$ cat config.mk
export PLATFORM = sky130hd
export DESIGN_NAME = mul_unit_flat
export DESIGN_NICKNAME = d
export VERILOG_FILES = /design/src/rtl/mul_if.sv /design/src/rtl/mul_unit.sv /design/src/flat_wrapper.sv
export SDC_FILE = /design/constraint.sdc
export NUM_CORES = 1
export LEC_CHECK = 0
export BUFFER_PORTS_ARGS = -buffer_cell sky130_fd_sc_hd__buf_4
export CORE_UTILIZATION = 50
export CTS_CLUSTER_SIZE = 28
export DETAILED_ROUTE_END_ITERATION = 8
export PLACE_DENSITY = 0.76
export SYNTH_ARGS = -nofsm -noshare
export SYNTH_HDL_FRONTEND = slang
export SYNTH_SLANG_ARGS = --single-unit
$ cat constraint.sdc
create_clock -name clk -period 2.8 [get_ports clk]
set_clock_uncertainty 0.15 [all_clocks]
set_input_delay 0.14 -clock clk [delete_from_list [all_inputs] [get_ports clk]]
set_output_delay 0.14 -clock clk [all_outputs]
set_load 0.05 [all_outputs]
$ cat src/rtl/mul_if.sv
// Handshake and write-back bundle between the execute-stage controller and mul_unit.
interface mul_if #(
  parameter int unsigned WIDTH  = 32,
  parameter int unsigned ADDR_W = 4
);
  logic              start;
  logic              flush;
  logic              accumulate;
  logic              set_flags;
  logic [WIDTH-1:0]  op_a;
  logic [WIDTH-1:0]  op_b;
  logic [WIDTH-1:0]  op_c;
  logic [ADDR_W-1:0] rd_addr;
  logic              busy;
  logic              done;
  logic              we_out;
  logic [ADDR_W-1:0] wa_out;
  logic [WIDTH-1:0]  wd_out;
  logic              flags_we;
  logic              flag_n;
  logic              flag_z;

  modport master (
    output start, flush, accumulate, set_flags, op_a, op_b, op_c, rd_addr,
    input  busy, done, we_out, wa_out, wd_out, flags_we, flag_n, flag_z
  );

  modport slave (
    input  start, flush, accumulate, set_flags, op_a, op_b, op_c, rd_addr,
    output busy, done, we_out, wa_out, wd_out, flags_we, flag_n, flag_z
  );
endinterface

$ cat src/rtl/mul_unit.sv
// Iterative shift-add MUL/MLA unit: WIDTH iterations, one-cycle done pulse, registered write-back.
module mul_unit #(
  parameter int unsigned WIDTH  = 32,
  parameter int unsigned ADDR_W = 4
) (
  input  logic clk,
  input  logic rst_n,
  mul_if.slave bus
);
  localparam int unsigned CNT_W = $clog2(WIDTH + 1);

  typedef enum logic [1:0] {IDLE, RUN, DONE} state_t;

  state_t            state_q, state_d;
  logic [WIDTH-1:0]  mcand_q, mcand_d;
  logic [WIDTH-1:0]  mplier_q, mplier_d;
  logic [WIDTH-1:0]  acc_q, acc_d;
  logic [CNT_W-1:0]  count_q, count_d;
  logic [ADDR_W-1:0] rd_q, rd_d;
  logic              sf_q, sf_d;

  logic              busy_q, busy_d;
  logic              done_q, done_d;
  logic              we_q, we_d;
  logic              flags_we_q, flags_we_d;
  logic [ADDR_W-1:0] wa_q, wa_d;
  logic [WIDTH-1:0]  wd_q, wd_d;
  logic              flag_n_q, flag_n_d;
  logic              flag_z_q, flag_z_d;

  // Next-state, datapath and registered-output computation
  always_comb begin
    state_d    = state_q;
    mcand_d    = mcand_q;
    mplier_d   = mplier_q;
    acc_d      = acc_q;
    count_d    = count_q;
    rd_d       = rd_q;
    sf_d       = sf_q;
    busy_d     = 1'b0;
    done_d     = 1'b0;
    we_d       = 1'b0;
    flags_we_d = 1'b0;
    wa_d       = wa_q;
    wd_d       = wd_q;
    flag_n_d   = flag_n_q;
    flag_z_d   = flag_z_q;

    case (state_q)
      IDLE: begin
        if (bus.start && !bus.flush) begin
          state_d  = RUN;
          mcand_d  = bus.op_a;
          mplier_d = bus.op_b;
          acc_d    = bus.accumulate ? bus.op_c : '0;
          rd_d     = bus.rd_addr;
          sf_d     = bus.set_flags;
          count_d  = '0;
          busy_d   = 1'b1;
        end
      end
      RUN: begin
        if (bus.flush) begin
          state_d = IDLE;
        end else begin
          busy_d = 1'b1;
          if (mplier_q[0]) acc_d = acc_q + mcand_q;
          mcand_d  = mcand_q << 1;
          mplier_d = mplier_q >> 1;
          count_d  = count_q + CNT_W'(1);
          if (count_q == CNT_W'(WIDTH - 1)) state_d = DONE;
        end
      end
      DONE: begin
        state_d = IDLE;
        // Outputs lag the state by one edge so busy covers the visible done cycle
        if (!bus.flush) begin
          busy_d     = 1'b1;
          done_d     = 1'b1;
          we_d       = (rd_q != '1);
          flags_we_d = sf_q;
          wa_d       = rd_q;
          wd_d       = acc_q;
          flag_n_d   = acc_q[WIDTH-1];
          flag_z_d   = (acc_q == '0);
        end
      end
      default: state_d = IDLE;
    endcase
  end

  // State and output registers
  always_ff @(posedge clk or negedge rst_n) begin
    if (!rst_n) begin
      state_q    <= IDLE;
      mcand_q    <= '0;
      mplier_q   <= '0;
      acc_q      <= '0;
      count_q    <= '0;
      rd_q       <= '0;
      sf_q       <= 1'b0;
      busy_q     <= 1'b0;
      done_q     <= 1'b0;
      we_q       <= 1'b0;
      flags_we_q <= 1'b0;
      wa_q       <= '0;
      wd_q       <= '0;
      flag_n_q   <= 1'b0;
      flag_z_q   <= 1'b0;
    end else begin
      state_q    <= state_d;
      mcand_q    <= mcand_d;
      mplier_q   <= mplier_d;
      acc_q      <= acc_d;
      count_q    <= count_d;
      rd_q       <= rd_d;
      sf_q       <= sf_d;
      busy_q     <= busy_d;
      done_q     <= done_d;
      we_q       <= we_d;
      flags_we_q <= flags_we_d;
      wa_q       <= wa_d;
      wd_q       <= wd_d;
      flag_n_q   <= flag_n_d;
      flag_z_q   <= flag_z_d;
    end
  end

  assign bus.busy     = busy_q;
  assign bus.done     = done_q;
  assign bus.we_out   = we_q;
  assign bus.flags_we = flags_we_q;
  assign bus.wa_out   = wa_q;
  assign bus.wd_out   = wd_q;
  assign bus.flag_n   = flag_n_q;
  assign bus.flag_z   = flag_z_q;
endmodule

$ cat src/flat_wrapper.sv
// flat-port wrapper written by rule: the top's interface ports become plain ports
module mul_unit_flat 
#(
  parameter int unsigned WIDTH  = 32,
  parameter int unsigned ADDR_W = 4
)
  (clk, rst_n, bus_start, bus_flush, bus_accumulate, bus_set_flags, bus_op_a, bus_op_b, bus_op_c, bus_rd_addr, bus_busy, bus_done, bus_we_out, bus_wa_out, bus_wd_out, bus_flags_we, bus_flag_n, bus_flag_z);
  mul_if #(.WIDTH(WIDTH), .ADDR_W(ADDR_W)) bus_i ();
  input  logic clk;
  input  logic rst_n;
  input wire logic [$bits(bus_i.start)-1:0] bus_start;
  input wire logic [$bits(bus_i.flush)-1:0] bus_flush;
  input wire logic [$bits(bus_i.accumulate)-1:0] bus_accumulate;
  input wire logic [$bits(bus_i.set_flags)-1:0] bus_set_flags;
  input wire logic [$bits(bus_i.op_a)-1:0] bus_op_a;
  input wire logic [$bits(bus_i.op_b)-1:0] bus_op_b;
  input wire logic [$bits(bus_i.op_c)-1:0] bus_op_c;
  input wire logic [$bits(bus_i.rd_addr)-1:0] bus_rd_addr;
  output wire logic [$bits(bus_i.busy)-1:0] bus_busy;
  output wire logic [$bits(bus_i.done)-1:0] bus_done;
  output wire logic [$bits(bus_i.we_out)-1:0] bus_we_out;
  output wire logic [$bits(bus_i.wa_out)-1:0] bus_wa_out;
  output wire logic [$bits(bus_i.wd_out)-1:0] bus_wd_out;
  output wire logic [$bits(bus_i.flags_we)-1:0] bus_flags_we;
  output wire logic [$bits(bus_i.flag_n)-1:0] bus_flag_n;
  output wire logic [$bits(bus_i.flag_z)-1:0] bus_flag_z;
  assign bus_i.start = bus_start;
  assign bus_i.flush = bus_flush;
  assign bus_i.accumulate = bus_accumulate;
  assign bus_i.set_flags = bus_set_flags;
  assign bus_i.op_a = bus_op_a;
  assign bus_i.op_b = bus_op_b;
  assign bus_i.op_c = bus_op_c;
  assign bus_i.rd_addr = bus_rd_addr;
  assign bus_busy = bus_i.busy;
  assign bus_done = bus_i.done;
  assign bus_we_out = bus_i.we_out;
  assign bus_wa_out = bus_i.wa_out;
  assign bus_wd_out = bus_i.wd_out;
  assign bus_flags_we = bus_i.flags_we;
  assign bus_flag_n = bus_i.flag_n;
  assign bus_flag_z = bus_i.flag_z;
  mul_unit #(.WIDTH(WIDTH), .ADDR_W(ADDR_W)) u_core (.clk(clk), .rst_n(rst_n), .bus(bus_i));
endmodule
==> metrics list, run 1 <==
- Type of origin of the critical path: register
* Post-route fraction of the period consumed by the critical path: 97.3%
- Critical path's slowest cell: a2111oi_4
- Combinational logic burns 51.2% of the power.
- The min-delay analysis places its worst path in the category input port to async pin.
* Number of nets still failing antenna checks after routing: 0
* Cell-internal power: 7.20 mW
- Counting every sink on the clock net gives 150.
* Leakage power total: 5.50 nW
* Core footprint: 0.0158 sq mm
- Netlist Area Pre-Place: 0.00809 sq mm
- Setup violations remaining at the end of the flow were counted as 0.
- The repair_antennas step left the layout with diodes totalling 0.
- In this run the critical register-to-register path is launched from u_core.acc_q[1]$_DFFE_PN0P_.
- Class of the most critical setup path: register to register
* Worst Hold Slack: 58.2 ps
* Drt total wl: 23.2 mm
- Walking the worst path, the cells encountered are ha_1 -> a21o_1 -> nand4_1 -> a2111oi_4 -> o21ai_2 -> o21a_1 -> o2111ai_2 -> and3_1 -> nor3_1 -> nand4b_1.
- Sequential fraction of design power: 29.8%
- Total global routing overflow: 0
- After detailed placement, the total cell area comes to 0.00957 sq mm.
- 148 I/O pins were placed.
* Post-detail-place hpwl: 14.8 mm
- In the routed design, unresolved DRC markers number 0.
- Mapped Cells: 882
- Global routing consumed, over all layers together, 28.5% of the routing resources.
- Die width: 129 um
* Post-synthesis to final-layout area growth: 40.4%
* Post-route design area: 0.0114 sq mm
* Root cell of the clock tree: clkbuf_16
* Buffers & Inverters on Critical Path: 0
* Global-route wire length before repair: 36.5 mm
- Number of H-tree levels: 4
- In this run the deepest clock path goes through 2 buffers.
- Area share of the leading cell type in the synthesized netlist: 46.4%
- Area enclosed by the die boundary: 0.0167 sq mm
- For flop-to-flop paths, the worst setup slack is 80 ps.
* RSZ-0062 raised after global routing: yes
* Largest area contributor in the netlist: dfrtp_1
* Peak fanout along the critical path: 3
* Filler instances: 1,130
- After clock tree synthesis, the clock-pin slew on the worst setup and hold paths is 60 ps.
* Largest net degree at the start of global routing: 129
* Net Sw Power: 5.08 mW
* Flip-flop and latch count after synthesis: 150
- Upper clock frequency limit: 367 MHz
- Sequential cell area fraction in the yosys report: 46.4%
- Clock tree from TritonCTS: done
* Number of unique standard cell types used by synthesis: 53
- Number of I/O port buffers: 147
- Proportion of synthesized flip-flops having asynchronous set or reset: 100%
- Post-layout min period: 2720 ps
* Post-synth EDFFs: 0
- Endpoint of the lowest-slack register-to-register path: u_core.acc_q[31]$_DFFE_PN0P_
* Status: finished clean
- Counting cells, the worst reg-to-reg path comes to 10.
- Synth Net Count: 1,025
- For the pin with the worst max-slew slack, the measured transition is 727 ps.
* Slowest Stage Delay on Critical Path: 470 ps
* Die height: 129 um
- Detailed Route Iter0 Violations: 580
* Initial Utilization: 51.1%
* Latest clock arrival within the worst-skew pair: 430 ps
- For the worst setup path, the data required time is 2950 ps.
- The final hold violation count came to 0.
- The clock network burns 19.0% of the power.
- At the end of the flow, the number of nets in the layout was 1,283.
- Pwr dens: 1080 mW/mm^2
- Routed len/inst: 17.0 um
- A synthesized cell averages 9.17 sq um.
* Detailed-route via count: 7,565
- Crit path capture type: register
- The post-route netlist has 21.7% of its cells at a drive strength greater than 1.
* Kind of cell adding the most delay to the critical path: compound AO/OA/AOI/OAI gates
- The congestion estimate from routability-driven global placement came to 0.888.
- Of the total power, the share spent switching nets is 41.4%.
- Headroom to the max-slew limit came out at 51.5%.
* Data arrival time at the worst-slack endpoint: 2870 ps
- Via density per instance: 5.53
* Number of buffers created by CTS: 17
* Number of violations of the max-capacitance limit: 0
- The number of global-route vias before repair came to 7,304.
* Ys flop type: dfrtp_1
- The Yosys step of the flow raised 0 warnings.
- Cell types with the largest area share after synthesis: dfrtp_1 46%, nand2_1 9.2%, mux2i_1 7.8%
- VDD sags by at most 0.641 mV.
* Cell Rows: 46
- Fin. max-slew vios: 0
* Initial antenna violation count: 0
- For this run, the detailed router's first-pass iteration total came to 5.
[worst reg2reg max path, delay by kind of cell (launching register included)]
| kind | cells | cell delay (ps) |
|---|---|---|
| DFF | 1 | 390 |
| AOI/OAI and AO/OA | 5 | 1170 |
| adders and majority gates | 1 | 290 |
| and+or+nand+nor | 4 | 600 |
[how the worst max path moves through the flow]
stage                                        from                      endpoint  slack [ps]  cells past startpoint
floorplan             u_core.acc_q[0]$_DFFE_PN0P_  u_core.acc_q[24]$_DFFE_PN0P_         140                     11
global placement      u_core.acc_q[1]$_DFFE_PN0P_  u_core.acc_q[29]$_DFFE_PN0P_          60                     10
detailed placement    u_core.acc_q[0]$_DFFE_PN0P_  u_core.acc_q[24]$_DFFE_PN0P_         -20                     11
CTS                 u_core.mcand_q[3]$_DFFE_PN0P_  u_core.acc_q[29]$_DFFE_PN0P_          20                     10
global route          u_core.acc_q[1]$_DFFE_PN0P_  u_core.acc_q[23]$_DFFE_PN0P_         -20                     11
finish                u_core.acc_q[1]$_DFFE_PN0P_  u_core.acc_q[31]$_DFFE_PN0P_          80                     10
[flip-flops by register name (all words and copies together), names as in the netlist]
name	flops
u_core.mplier_q	32
u_core.rd_q	4
u_core.bus.wa_out	4
u_core.mcand_q	32
u_core.bus.busy	1
u_core.acc_q	32
u_core.bus.wd_out	32
u_core.bus.flag_z	1
u_core.count_q	6
u_core.bus.we_out	1
u_core.bus.flags_we	1
u_core.sf_q	1
u_core.state_q	2
u_core.bus.done	1
[per-stage QoR]
stage	utilization, %	setup WS, ps	cells	setup TNS [ps]	total power, mW
2_1_floorplan	-	137	882	0	7.71
3_3_place_gp	60.5	63.0	1231	0	9.20
3_5_place_dp	60.5	-19.7	1231	-19.7	9.33
4_1_cts	71.1	23.9	1366	0	11.9
5_1_grt	71.8	-15.6	1368	-63.1	13.2
6_report	71.8	75.2	1368	0	12.3
[repair_timing]
item | 4_1_cts | 5_1_grt
resized for setup | 3 | 16
hold buffers | 104 | 0
buffers inserted | 0 | 1
setup endpoints to repair | 2 | 19
cloned | 0 | 1
pin swaps | 1 | 12
hold endpoints to repair | 222 | 0
[layout make-up]
type | count | area [sq um] | area share [%]
clock buffer | 24 | 512 | 4.50
clock inverter | 7 | 92.6 | 0.815
inverter | 13 | 48.8 | 0.430
multi-input combinational | 672 | 4260 | 37.5
sequential | 150 | 3750 | 33.1
tap | 216 | 270 | 2.38
timing repair buffer | 286 | 2420 | 21.3
[power groups by stage]
stage / sequential (mW) / combinational (mW) / clock, mW
after CTS: 3.59 / 5.91 / 2.35
after global routing: 3.74 / 6.97 / 2.45
after global placement: 3.58 / 5.62 / 0
after floorplan: 3.39 / 4.32 / 0
after detailed placement: 3.61 / 5.72 / 0
final: 3.66 / 6.29 / 2.33
[layout by cell type (no fill, tap or decap), drive strengths merged, types with 5 or more instances in the layout]
master	Yosys	layout
nand2	199	199
buf	4	182
dfrtp	150	150
dlygate4sd3	0	104
o21ai	83	83
nor2	72	72
mux2i	63	63
a21oi	45	45
ha	36	36
clkbuf	44	24
a221oi	22	22
a21o	14	14
xnor2	14	14
xor2	14	14
inv	13	13
and3	11	11
nand3	10	10
nor4	8	8
nand4	7	7
a31oi	7	7
nand2b	6	6
nor2b	6	6
or3	5	6
o22ai	5	5
o21bai	5	5
mux2	5	5
[layer usage]
| layer | vias up | track usage, % | wire (um) |
|---|---|---|---|
| li1 | 3630 | - | - |
| met1 | 3599 | 38.2 | 10200 |
| met2 | 299 | 45.7 | 10900 |
| met3 | 37 | 5.28 | 1620 |
| met4 | 0 | 11.2 | 574 |
| met5 | - | 0 | 0 |
[logic make-up (layout without fill, tap and decap cells)]
family          Yosys count  in the layout  share of synthesized area (%)
xor+xnor                 28             28                           3.03
buf+inv                  61            330                           2.91
simple gates            333            334                           17.3
mux                      68             68                           8.49
flops                   150            150                           46.4
compound gates          205            205                           16.1
fa+ha+maj                37             37                           5.82
[synth_stat cells, drive strengths merged, types with 2 or more instances]
master,count
o31ai,2
ha,36
nand4,7
a21oi,45
a31oi,7
nor3,3
and3,11
o21bai,5
o22ai,5
nand2,199
nor4,8
mux2i,63
nor2,72
clkbuf,44
a221oi,22
inv,13
nor2b,6
a211oi,3
o21ai,83
a22o,2
buf,4
dfrtp,150
xor2,14
and2,2
o21a,3
xnor2,14
o211ai,2
or3,5
mux2,5
a31o,2
nand2b,6
a21o,14
nand3,10
nand3b,3
Note: power is estimated with default switching activity, not from simulation.
==> run 2, diff against run 1 <==
--- a/config.mk
+++ b/config.mk
@@ -6,10 +6,12 @@
 export NUM_CORES = 1
 export LEC_CHECK = 0
 export BUFFER_PORTS_ARGS = -buffer_cell sky130_fd_sc_hd__buf_4
-export CORE_UTILIZATION = 50
+export CELL_PAD_IN_SITES_DETAIL_PLACEMENT = 0
+export CELL_PAD_IN_SITES_GLOBAL_PLACEMENT = 1
+export CORE_UTILIZATION = 38
 export CTS_CLUSTER_SIZE = 28
 export DETAILED_ROUTE_END_ITERATION = 8
-export PLACE_DENSITY = 0.76
+export PLACE_DENSITY_LB_ADDON = 0.1
 export SYNTH_ARGS = -nofsm -noshare
 export SYNTH_HDL_FRONTEND = slang
 export SYNTH_SLANG_ARGS = --single-unit
==> run 2 against run 1 <==
Highest routed layer unchanged. Via count decreased by 5.0%. Sequential share of layout area decreased by 0.40 points. Worst setup slack got worse by 4.1 ps. Largest cell class unchanged. Register-to-register slack about the same.
==> metrics list, run 2 (same netlist as run 1, synthesis figures left out) <==
* Clock tree from TritonCTS: done
- The worst setup slack for register-to-register paths came to 70 ps (about the same).
* Post-detail-place hpwl: 15.5 mm (+5.4%)
- Leakage power total: 5.53 nW (+0.58%)
- The post-route minimum period came to 2730 ps (+4.10 ps).
- Initial antenna violation count: 0 (unchanged)
* Sink Count: 150 (unchanged)
- In this run the critical register-to-register path is launched from u_core.mcand_q[1]$_DFFE_PN0P_.
- The average wire per cell in the routed design is 15.8 um (-6.7%).
* Worst max-slew margin expressed relative to the limit: 55.5% (+3.9 points)
- The biggest cell delay along the critical path was 450 ps (-20 ps).
* Final count of negative-setup-slack endpoints: 0 (unchanged)
- The top-level I/O count was 148 (unchanged).
- The post-layout net count came to 1,291 (+0.62%).
- Peak fanout along the critical path: 4 (+1)
- The transition time at the pin with the least slew margin was 668 ps (-59.0 ps).
- Post-CTS clock slew at the launch and capture registers of the worst setup and hold paths: 70 ps (about the same)
* Upper clock frequency limit: 366 MHz (-0.15%)
* Core footprint: 0.0210 sq mm (+32%)
- The root buffer cell chosen for the clock tree is clkbuf_16.
- The critical path starts at u_core.mcand_q[1]$_DFFE_PN0P_.
- The layout filler cell count was 1,968 (+74%).
- The fraction of final layout cells with drive strength greater than 1 was 22.7% (+1.0 points).
- Critical-path cell list: ha_1 -> a21o_1 -> nand4_1 -> a2111oi_4 -> o21ai_2 -> a41o_2 -> o31ai_4 -> a311oi_2 -> xor2_1 -> o21ai_1
- The power per cell area came to 1060 mW/mm^2 (-2.2%).
- The number of rows in the core area is 53 (+15%).
* Max IR drop VDD: 0.507 mV (-21%)
- Initial Utilization: 38.6% (-13 points)
- Status: finished clean
- Class of the most critical setup path: register to register
- The first-pass GRT wire length came to 37.9 mm (+3.8%).
* Worst path required time: 3000 ps (+50 ps)
- PnR Total Power: 12.2 mW (-1.0%)
- The violation count after the first detailed-routing iteration is 385 (-34%).
* Number of search-and-repair iterations in the first detailed-routing pass: 5 (unchanged)
- Most common cell after layout, fill and taps aside: nand2_1
- Number of global-route vias before repair: 7,310 (+0.082%)
* Buffer depth of the longest clock path: 2 (unchanged)
- Final-report hold violation count: 0 (unchanged)
- Core Util, Final: 54.9% (-17 points)
* Capturing instance or port of the critical path: u_core.acc_q[29]$_DFFE_PN0P_
- The area enclosed by the die boundary came to 0.0219 sq mm (+31%).
- Die width: 148 um (+14%)
* Largest net degree at the start of global routing: 59 (-54%)
* Fin. max-slew vios: 0 (unchanged)
* Drt total wl: 22.7 mm (-2.1%)
- The min-delay analysis places its worst path in the category input port to async pin.
- The number of nets with antenna violations after routing came to 0 (unchanged).
* Crit path capture type: register
- Latest clock arrival within the worst-skew pair: 430 ps (about the same)
- The post-route setup TNS is 0 ps (unchanged).
* Data arrival time at the worst-slack endpoint: 2930 ps (+60 ps)
* Highest-count cells in the layout ignoring fill and taps: 199 x nand2_1, 186 x buf_4, 150 x dfrtp_1, 104 x dlygate4sd3_1, 77 x o21ai_0
- Inserted Diodes: 0 (unchanged)
- The final critical-path share of the clock period came to 97.5% (+0.15 points).
* Post-synthesis to final-layout area growth: 42.1%
- Critical path's slowest cell: a2111oi_4
* Endpoint of the lowest-slack register-to-register path: u_core.acc_q[29]$_DFFE_PN0P_
* Worst path setup slack after routing: 71.1 ps (-4.10 ps)
- The die boundary height came to 148 um (+14%).
- The depth of the worst register-to-register path is 10 (unchanged).
- The post-placement setup slack came to -21.3 ps (-1.62 ps).
- Placer Congestion: 0.819 (-7.8%)
* RSZ-0062 raised after global routing: yes
- The number of maximum-capacitance violations is 0 (unchanged).
- The maximum level of the CTS H-tree came to 4 (unchanged).
- Via density per instance: 5.01 (-9.5%)
- Detailed-route via count: 7,189 (-5.0%)
- Total global routing overflow: 0 (unchanged)
- DRC violations left: 0 (unchanged)
- Type of origin of the critical path: register
- Number of I/O port buffers: 147 (unchanged)
- The number of buffers created by CTS came to 17 (unchanged).
- The aggregate global-route resource usage is 22.1% (-6.4 points).
[run 2: cell count changes in the layout (fill, tap and decap cells not counted), moves of 2 or more]
cell,change
inv_8,+2
ha_2,+2
clkbuf_8,-6
ha_4,-2
buf_12,+3
buf_4,+6
inv_6,+4
clkinv_4,+2
[run 2: cell type report]
| type | count | area, sq um | share of cell area (%) |
|---|---|---|---|
| Multi-Input combinational cell | 671 | 4250 | 37.0 |
| Sequential cell | 150 | 3750 | 32.7 |
| Timing Repair Buffer | 295 | 2530 | 22.0 |
| Tap cell | 275 | 344 | 2.99 |
| Clock inverter | 14 | 140 | 1.22 |
| Clock buffer | 18 | 429 | 3.73 |
| Inverter | 13 | 48.8 | 0.424 |
[run 2: routing by layer]
metal | track usage, % | vias to the layer above | wire (um)
met1 | 30.6 | 3419 | 11200
met2 | 35.9 | 139 | 10600
li1 | - | 3613 | -
met5 | 0 | - | 0
met3 | 4.07 | 18 | 740
met4 | 4.90 | 0 | 199
[run 2: what timing repair did]
action	in CTS	in global routing
endpoints found under the hold margin	234	0
setup endpoints to repair	2	18
gates resized for setup	3	19
hold buffers	104	0
pin swaps	1	16
setup buffers	0	2
[run 2: worst min-delay path by stage]
stage	end	slack (ps)	cells after the start
after floorplan	u_core.acc_q[0]$_DFFE_PN0P_	-310	0
after global placement	u_core.bus.wd_out[14]$_DFFE_PN0P_	-60	1
after detailed placement	u_core.bus.wd_out[11]$_DFFE_PN0P_	-60	1
after CTS	u_core.bus.flag_z$_DFFE_PN0P_	50	2
after global routing	u_core.bus.flag_z$_DFFE_PN0P_	80	2
final	u_core.bus.wd_out[11]$_DFFE_PN0P_	40	2
[run 2: worst max-delay path, delay by kind of cell, from the launching register on]
| kind | cells | cell delay [ps] |
|---|---|---|
| flops | 1 | 380 |
| xor+xnor | 1 | 180 |
| compound gates | 7 | 1490 |
| simple gates | 1 | 190 |
| fa+ha+maj | 1 | 270 |
[run 2: stage by stage]
step | cells | hold slack (ps) | cell area (sq um)
global route | 1436 | 77.0 | 11500
floorplan | 882 | -306 | 8090
finish | 1436 | 37.5 | 11500
global placement | 1298 | -59.7 | 9750
CTS | 1434 | 50.6 | 11400
detailed placement | 1298 | -58.4 | 9750
[run 2: power by group]
group,internal [mW],switching [mW],total [mW]
registers,2.90,0.662,3.56
logic,2.92,3.42,6.34
clock network,1.25,1.01,2.26
total,7.06,5.09,12.2
==> run 3, diff against run 2 <==
--- a/config.mk
+++ b/config.mk
@@ -8,7 +8,7 @@
 export BUFFER_PORTS_ARGS = -buffer_cell sky130_fd_sc_hd__buf_4
 export CELL_PAD_IN_SITES_DETAIL_PLACEMENT = 0
 export CELL_PAD_IN_SITES_GLOBAL_PLACEMENT = 1
-export CORE_UTILIZATION = 38
+export CORE_UTILIZATION = 30
 export CTS_CLUSTER_SIZE = 28
 export DETAILED_ROUTE_END_ITERATION = 8
 export PLACE_DENSITY_LB_ADDON = 0.1
==> run 3 against run 2 <==
The run now ends with DRC left. Die area grew 26%. Power grew 4.8%. Non-clock buffer count up 7. Sequential power about the same. Critical path depth is the same. Clock power is 12% higher. Critical endpoint is now u_core.acc_q[31]$_DFFE_PN0P_. Highest routed layer is now met5. Sequential share of layout area fell by 0.75 points. Utilization down 10 points. Hold slack worse by 20 ps.
==> metrics list, run 3 (same netlist as run 1, synthesis figures left out) <==
* Kind of cell adding the most delay to the critical path: compound AO/OA/AOI/OAI gates
- The area enclosed by the die boundary came to 0.0276 sq mm (+26%).
- Global-route wire length before repair: 39.6 mm (+4.5%)
- The starting density of the core was 30.8% (-7.8 points).
- Class of the most critical setup path: register to register
* Worst path setup slack after routing: 82.2 ps (+11.1 ps)
* RSZ-0062 raised after global routing: yes
* Root cell of the clock tree: clkbuf_16
- Worst Hold Class: input port to async pin
- The post-route minimum period was 2720 ps (-11.1 ps).
- Initial antenna violation count: 2 (+2)
* Sink Count: 150 (unchanged)
- Peak fanout along the critical path: 4 (unchanged)
- The core area came to 0.0263 sq mm (+25%).
- The worst setup slack for register-to-register paths came to 80 ps (about the same).
- Via density per instance: 4.79 (-4.4%)
- Detailed-route via count: 7,199 (+0.14%)
* Post-CTS clock slew at the launch and capture registers of the worst setup and hold paths: 70 ps (about the same)
- Total global routing overflow: 0 (unchanged)
- The average wire per cell in the routed design came to 16.2 um (+2.0%).
- The signal on the critical path passes through ha_1 -> a21o_1 -> nand4_1 -> a2111oi_4 -> o21ai_2 -> o21a_2 -> o2111ai_2 -> and3_4 -> nor3_2 -> nand4b_1.
- The pin count of the biggest net entering global routing came to 63 (+6.8%).
- The post-placement setup slack was -50.2 ps (-29.0 ps).
- Leaving out fill and tap cells, the most frequent cell in the layout is nand2_1.
- Violations in the final reports: DRC
* Number of search-and-repair iterations in the first detailed-routing pass: 7 (+2)
* Number of H-tree levels: 4 (unchanged)
- Upper clock frequency limit: 368 MHz (+0.41%)
- Number of buffers created by CTS: 17 (unchanged)
- Number of nets still failing antenna checks after routing: 0 (unchanged)
- The final setup violation count came to 0 (unchanged).
- Drt total wl: 24.3 mm (+6.9%)
* Buffer depth of the longest clock path: 2 (unchanged)
* Pwr dens: 1080 mW/mm^2 (+2.4%)
* Clock tree from TritonCTS: done
- The arrival time reported for the critical path endpoint was 2870 ps (-60 ps).
- Count of boundary I/O pins: 148 (unchanged)
- From synthesis to final layout, the design area changed by 45.4%.
* Pin slew with the least headroom to its limit: 672 ps (+4.13 ps)
* Highest-count cells in the layout ignoring fill and taps: 198 x nand2_1, 191 x buf_4, 150 x dfrtp_1, 104 x dlygate4sd3_1, 77 x o21ai_0
- The aggregate global-route resource usage is 18.1% (-4.0 points).
- The number of max-slew violations in the final report came to 0 (unchanged).
- The total DRC errors in the routed layout is 11 (+11).
* Worst path required time: 2950 ps (-50 ps)
- The maximum vdd ir drop came to 0.371 mV (-27%).
- The biggest cell delay along the critical path was 450 ps (about the same).
- The die boundary height is 166 um (+12%).
* Critical path's slowest cell: a2111oi_4
* Cell Rows: 59 (+11%)
- Number of I/O port buffers: 147 (unchanged)
- Die width: 166 um (+12%)
* Type of origin of the critical path: register
* Number of violations of the max-capacitance limit: 0 (unchanged)
- The hold slack was 17.7 ps (-19.8 ps).
- The worst setup path is captured at a register.
- Worst max-slew margin expressed relative to the limit: 55.1% (-0.37 points)
- Final layout net count: 1,298 (+0.54%)
- Final-report hold violation count: 0 (unchanged)
- The final critical-path share of the clock period came to 97.1% (-0.40 points).
- Post-detail-place hpwl: 17.2 mm (+11%)
* Number of global-route vias before repair: 7,297 (-0.18%)
- The clock latency on the worst-skew pair is 430 ps (about the same).
- Leakage power total: 5.61 nW (+1.6%)
- The routability congestion estimate from global placement came to 0.842 (+2.7%).
- Status: finished, violations left
* Ratio of cells with drive above 1 in the final layout: 23.5% (+0.81 points)
- Buffers & Inverters on Critical Path: 0 (unchanged)
* Detailed Route Iter0 Violations: 400 (+3.9%)
## run 3: cell count changes in the layout (fill, tap and decap cells not counted), moves of 2 or more
cell,delta
buf_4,+5
bufinv_16,+3
ha_4,+2
inv_6,-2
## run 3: path summary, 6_finish.rpt
| path | endpoint | from | cells past startpoint |
|---|---|---|---|
| min in group clk | u_core.acc_q[26]$_DFFE_PN0P_ | bus_accumulate | 4 |
| hold reg to reg | u_core.bus.wd_out[22]$_DFFE_PN0P_ | u_core.bus.wd_out[22]$_DFFE_PN0P_ | 2 |
| max in group asynchronous | u_core.mcand_q[2]$_DFFE_PN0P_ | rst_n | 3 |
| hold / removal | u_core.bus.wd_out[8]$_DFFE_PN0P_ | rst_n | 2 |
| setup reg to reg | u_core.acc_q[31]$_DFFE_PN0P_ | u_core.mcand_q[1]$_DFFE_PN0P_ | 10 |
| setup / recovery | u_core.acc_q[31]$_DFFE_PN0P_ | u_core.mcand_q[1]$_DFFE_PN0P_ | 10 |
## run 3: power by group
group	leakage (nW)	switching [mW]	internal, mW
clock	0.298	1.01	1.51
combinational	3.40	3.58	3.08
sequential	1.91	0.649	2.90
total	5.61	5.24	7.49
## run 3: cell type report
class                      count  area, sq um
clock buffer                  19          433
inverter                      13         48.8
multi-input combinational    671         4320
sequential                   150         3750
clock inverter                13          196
fill                        2636        14500
tap                          335          419
antenna                        1         2.50
timing repair buffer         302         2600
## run 3: through the flow
stage	power, mW	util, %	instances	setup TNS [ps]	instance area, sq um
4_1_cts	12.5	44.1	1502	0	11600
2_1_floorplan	7.71	-	882	0	8090
3_5_place_dp	9.73	37.7	1366	-50.2	9900
5_1_grt	13.8	44.8	1504	-410	11800
6_report	12.7	44.8	1504	0	11800
3_3_place_gp	9.78	37.7	1366	0	9900
## run 3: repair_timing
action                                 CTS  global route
hold buffers                           104             0
buffers inserted                         0             2
gates resized for setup                  3            28
endpoints found under the hold margin  255             0
pin swaps                                2            24
setup endpoints to repair                2            21
## run 3: worst register-to-register path, delay by kind of cell (launching register included)
family | cells | cell delay [ps]
compound gates | 5 | 1210
fa+ha+maj | 1 | 270
flops | 1 | 380
simple gates | 4 | 600
## run 3: metal layers
layer | share of wire, % | GRT usage (%)
met5 | 0.053 | 0
met4 | 1.0 | 4.43
met3 | 4.1 | 3.91
met2 | 46 | 29.3
met1 | 48 | 24.7
